`src/rtl/dice_roller.sv`:
```
// Dice roller: debounced button starts a roll, release decelerates, settles.
// Ports: clk, rst (sync high), start (raw button) -> dice, rolling, valid.
// DICE_LFSR_EN: pseudo-random face offsets instead of plain increment.
module dice_roller #(
  parameter int DEBOUNCE_CYCLES = 20000,
  parameter int ROLL_DIV        = 50000,
  parameter int SLOW_STEPS      = 4
) (
  input  logic       clk,
  input  logic       rst,
  input  logic       start,
  output logic [3:0] dice,
  output logic       rolling,
  output logic       valid
);

  localparam int DW = $clog2(DEBOUNCE_CYCLES + 1);
  localparam int TW = $clog2((ROLL_DIV << SLOW_STEPS) + 1);
  localparam int NW = $clog2(SLOW_STEPS + 1);

  typedef enum logic [1:0] {
    IDLE,
    ROLL,
    SLOW,
    DONE
  } state_t;

  state_t state;
  state_t state_nx;

  logic          s1;
  logic          s2;
  logic          deb;
  logic [DW-1:0] db_cnt;
  logic          db_hit;
  logic          press;
  logic          rel;

  logic [TW-1:0] tmr;
  logic [TW-1:0] lim;
  logic          tick;
  logic [NW-1:0] step;

  logic          adv;
  logic          tmr_clr;
  logic          step_ld;
  logic          step_inc;
  logic [3:0]    dice_nx;

  // Press/release fire on the edge where the debounced level flips.
  assign db_hit = (s2 != deb) &&
                  (db_cnt == DW'(DEBOUNCE_CYCLES - 1));
  assign press  = db_hit & s2;
  assign rel    = db_hit & ~s2;

  always_ff @(posedge clk) begin
    if (rst) begin
      s1     <= 1'b0;
      s2     <= 1'b0;
      deb    <= 1'b0;
      db_cnt <= '0;
    end else begin
      s1 <= start;
      s2 <= s1;
      if (s2 != deb) begin
        if (db_hit) begin
          deb    <= s2;
          db_cnt <= '0;
        end else begin
          db_cnt <= db_cnt + 1'b1;
        end
      end else begin
        db_cnt <= '0;
      end
    end
  end

  // Step period doubles with each deceleration step.
  always_comb begin
    lim = TW'(ROLL_DIV) - TW'(1);
    if (state == SLOW) begin
      lim = (TW'(ROLL_DIV) << step) - TW'(1);
    end
  end

  assign tick = (tmr == lim);

`ifdef DICE_LFSR_EN
  logic [7:0] lfsr;
  logic [2:0] off;
  logic [3:0] sum;

  always_ff @(posedge clk) begin
    if (rst) begin
      lfsr <= 8'hA5;
    end else begin
      lfsr <= {lfsr[6:0],
               lfsr[7] ^ lfsr[5] ^ lfsr[4] ^ lfsr[3]};
    end
  end

  // Offset 1..5 is never a multiple of 6, so the face always moves.
  assign off = (lfsr[2:0] > 3'd4) ? lfsr[2:0] - 3'd4
                                  : lfsr[2:0] + 3'd1;

  always_comb begin
    sum     = dice - 4'd1 + {1'b0, off};
    dice_nx = {1'b0, off};
    if (dice != 4'd0) begin
      dice_nx = (sum >= 4'd6) ? sum - 4'd5 : sum + 4'd1;
    end
  end
`else
  always_comb begin
    dice_nx = (dice == 4'd6) ? 4'd1 : dice + 4'd1;
  end
`endif

  always_comb begin
    state_nx = state;
    adv      = 1'b0;
    tmr_clr  = 1'b0;
    step_ld  = 1'b0;
    step_inc = 1'b0;
    unique case (state)
      IDLE: begin
        if (press) begin
          state_nx = ROLL;
          tmr_clr  = 1'b1;
        end
      end
      ROLL: begin
        adv     = tick;
        tmr_clr = tick;
        if (rel) begin
          state_nx = SLOW;
          tmr_clr  = 1'b1;
          step_ld  = 1'b1;
        end
      end
      SLOW: begin
        if (tick) begin
          adv     = 1'b1;
          tmr_clr = 1'b1;
          if (step == NW'(SLOW_STEPS)) begin
            state_nx = DONE;
          end else begin
            step_inc = 1'b1;
          end
        end
      end
      DONE: begin
        state_nx = IDLE;
      end
      default: begin
        state_nx = IDLE;
      end
    endcase
  end

  assign rolling = (state == ROLL) || (state == SLOW);
  assign valid   = (state == DONE);

  always_ff @(posedge clk) begin
    if (rst) begin
      state <= IDLE;
      tmr   <= '0;
      step  <= '0;
      dice  <= 4'd0;
    end else begin
      state <= state_nx;
      if (tmr_clr || !rolling) begin
        tmr <= '0;
      end else begin
        tmr <= tmr + 1'b1;
      end
      if (step_ld) begin
        step <= NW'(1);
      end else if (step_inc) begin
        step <= step + 1'b1;
      end
      if (adv) begin
        dice <= dice_nx;
      end
    end
  end

endmodule

```
`config.mk`:
```
export PLATFORM = sky130hd
export DESIGN_NAME = dice_roller
export DESIGN_NICKNAME = d
export VERILOG_FILES = /design/src/rtl/dice_roller.sv
export SDC_FILE = /design/constraint.sdc
export NUM_CORES = 1
export LEC_CHECK = 0
export CORE_ASPECT_RATIO = 0.9
export CORE_UTILIZATION = 45
export DETAILED_ROUTE_END_ITERATION = 10
export GPL_ROUTABILITY_DRIVEN = 0
export SLEW_MARGIN = 20
export SYNTH_ARGS = -nofsm -noshare
export SYNTH_HDL_FRONTEND = slang
export SYNTH_SLANG_ARGS = --single-unit
```
`constraint.sdc`:
```
create_clock -name clk -period 4.6 [get_ports clk]
set_input_delay 0.92 -clock clk [delete_from_list [all_inputs] [get_ports clk]]
set_output_delay 0.92 -clock clk [all_outputs]
set_load 0.02 [all_outputs]
```
==> flow_metrics.py <==
metrics = {
    "power_and_ir_drop": {
        "power_leakage_uw": 0.00111,
        "peakVddDrop_mv": 0.139,
        "p_total_uw": 757,
        "p_per_area_nw_per_um2": 202,
    },
    "place": {
        "io_buffers": 8,
        "hpwl_um": 5910,
    },
    "clock_network": {
        "cts_buffer_depth": 2,
        "ctsResizeCount": 0,
        "cts_buffers": 5,
        "cts_tree": "yes",
        "cts_sinks": 47,
        "clkTransAtPathRegs_ns": 0.10,
        "cts_hold_buf": 0,
        "cts_setup_buffers": 0,
        "cts_root_buf": "clkbuf_8",
        "cts_max_level": 2,
        "worstSkewPairLatency_ns": 0.31,
    },
    "setup_path": {
        "crit_path_max_incr_delay_ns": 0.59,
        "required_ns": 4.81,
        "path_max_fanout": 9,
        "path_cells": "inv_1 -> ha_1 -> nor4b_2 -> o21ai_2 -> or4_4 -> a2111o_1 -> o311a_2 -> or4b_4 -> nor4_1 -> mux2_1",
        "end_kind": "flop",
        "worst-setup-path-type": "flop to flop",
        "worstPathArrival_ns": 4.32,
        "start_kind": "flop",
        "cp_slowest_cell": "or4b_4",
    },
    "drt": {
        "drt_iter0_markers": 237,
        "wl_met1_um": 4300,
        "drtPass1Iterations": 4,
        "dr_wl_met2_um": 3470,
        "via_count": 3087,
        "dr_wl_met3_um": 284,
        "viasPerCell": 5.93,
        "ant_nets": 0,
        "routed_wirelength_um": 8140,
        "drc": 0,
        "post_drt_wl_per_cell_um": 15.6,
        "top_layer": "met4",
    },
    "job": {
        "max_cap_violations": 0,
    },
    "sta": {
        "rsz0062_at_grt": "no",
        "setup_viol": 0,
        "fin_tns_setup_ns": 0,
        "hold_viol_final": 0,
        "period_share_pct": 89.4,
        "worst_pin_slew_ns": 0.685,
        "finalClockSkew_ns": 0.00942,
        "min_period_ns": 4.11,
        "max_slew_margin_pct": 54.3,
        "holdWs_ns": 0.452,
        "slew_violations": 0,
        "fmax_mhz": 243,
    },
    "final_layout": {
        "drive_gt1_share_pct": 7.29,
        "synthToLayoutAreaGrowth_pct": 6.20,
        "n_antenna_cell": 0,
        "finalNetCount": 443,
        "post-route-util_pct": 49.5,
        "final_cell_mix": "dfxtp_1 (47), nor2_1 (41), nand2_1 (27)",
        "layout_commonest_cell": "dfxtp_1",
    },
    "yosys": {
        "ys_seq_area_share_pct": 26.6,
        "synth-edff-count": 0,
        "syn-num-nets": 447,
        "synthFlopType": "dfxtp_1",
        "yosysUniqueCellTypes": 76,
        "synth-seq-cells": 47,
        "synthCells": 428,
        "synth_area_um2": 3530,
        "yosysWarningCount": 0,
        "post_synth.cell_area_avg_um2": 8.25,
        "synthArstFlopShare_pct": 0,
    },
    "floorplan": {
        "core-area_um2": 7580,
        "start_util_pct": 46.6,
        "io_pins": 9,
        "die_w_um": 95.4,
        "die_h_um": 86.0,
        "fp-row-count": 30,
        "die-area_um2": 8210,
    },
    "min_path": {
        "hold_path_class": "flop to flop",
    },
    "grt": {
        "grt_max_degree": 27,
        "antenna_found_initial": 0,
        "grt_overflow": 0,
        "grt_first_pass_wirelength_um": 14000,
        "track_usage_pct": 21.2,
        "grt_pass1_vias": 2840,
    },
    "outcome": {
        "outcome": "finished clean",
    },
}
[critical path, delay by kind of cell (launching register included)]
| family | cells | cell delay, ns |
|---|---|---|
| AO/OA/AOI/OAI | 3 | 0.75 |
| adder cells (fa/ha/maj) | 1 | 0.45 |
| buffers and inverters | 1 | 0.16 |
| flip-flops | 1 | 0.53 |
| multiplexers | 1 | 0.35 |
| AND/OR/NAND/NOR | 4 | 1.76 |
[state kept, by name, indices dropped and copies added (netlist names)]
name,count
dice,4
deb,1
tmr,20
s2,1
db_cnt,15
state,2
s1,1
step,3
[report_power, final]
part / leakage, uW / internal, uW / switching, uW
Clock: 0.0000489 / 110 / 156
Combinational: 0.000680 / 26.2 / 48.7
Sequential: 0.000379 / 411 / 4.32
[per-layer routing]
| metal | vias to the layer above | track usage, % |
|---|---|---|
| met5 | - | 0 |
| met4 | 0 | 4.48 |
| met3 | 9 | 2.93 |
| met2 | 51 | 31.7 |
| met1 | 1449 | 32.0 |
| li1 | 1578 | - |
[final timing paths]
path	start	endpoint	slack [ns]	depth (start not counted)
setup reg to reg	step[1]$_SDFFE_PP0P_	dice[3]$_SDFFE_PP0P_	0.49	10
hold / removal	s1$_SDFF_PP0_	s2$_SDFF_PP0_	0.45	1
hold reg to reg	s1$_SDFF_PP0_	s2$_SDFF_PP0_	0.45	1
setup / recovery	step[1]$_SDFFE_PP0P_	dice[3]$_SDFFE_PP0P_	0.49	10
[cells by family (layout without fill, tap and decap cells)]
kind of cell / Yosys count / count (layout) / synth area share [%]
and+or+nand+nor: 184 / 184 / 29.6
AOI/OAI and AO/OA: 95 / 95 / 20.4
DFF: 47 / 47 / 26.6
xor gates and xnor gates: 40 / 40 / 10.3
buffers and inverters: 39 / 36 / 4.96
adders and majority gates: 16 / 16 / 5.67
muxes: 7 / 7 / 2.44
[cell type report]
class                           count  area, um2
Fill cell                         733       3830
Clock buffer                        5       68.8
Clock inverter                      3       22.5
Inverter                           14       52.6
Sequential cell                    47        941
Timing Repair Buffer               14        125
Tap cell                           96        120
Multi-Input combinational cell    342       2420
[per-stage QoR]
step                      area (um2)  setup slack, ns  cells
after global placement          3660            0.583    513
after global routing            3750            0.290    521
after CTS                       3750            0.498    521
after floorplan                 3530            0.779    428
after detailed placement        3660            0.515    513
final                           3750            0.489    521
[synth_stat cells (7+ instances only)]
library cell  instances  area share (%)
a211oi_1             22             4.7
a21oi_1              12             1.7
and3_1                8             1.4
buf_2                 7            0.99
clkbuf_1             13             1.4
dfxtp_1              47              27
ha_1                 16             5.7
inv_1                14             1.5
nand2_1              27             2.9
nand3_1              20             2.8
nand4_1              10             1.8
nor2_1               41             4.4
nor2b_1              10             1.8
nor3_1               13             1.8
nor4_1                7             1.2
o21ai_0               8             1.1
o31ai_1               8             1.7
or4_1                 7             1.5
xnor2_1              19             4.7
xor2_1               20             5.0
Power figures use the tool's default switching activity.
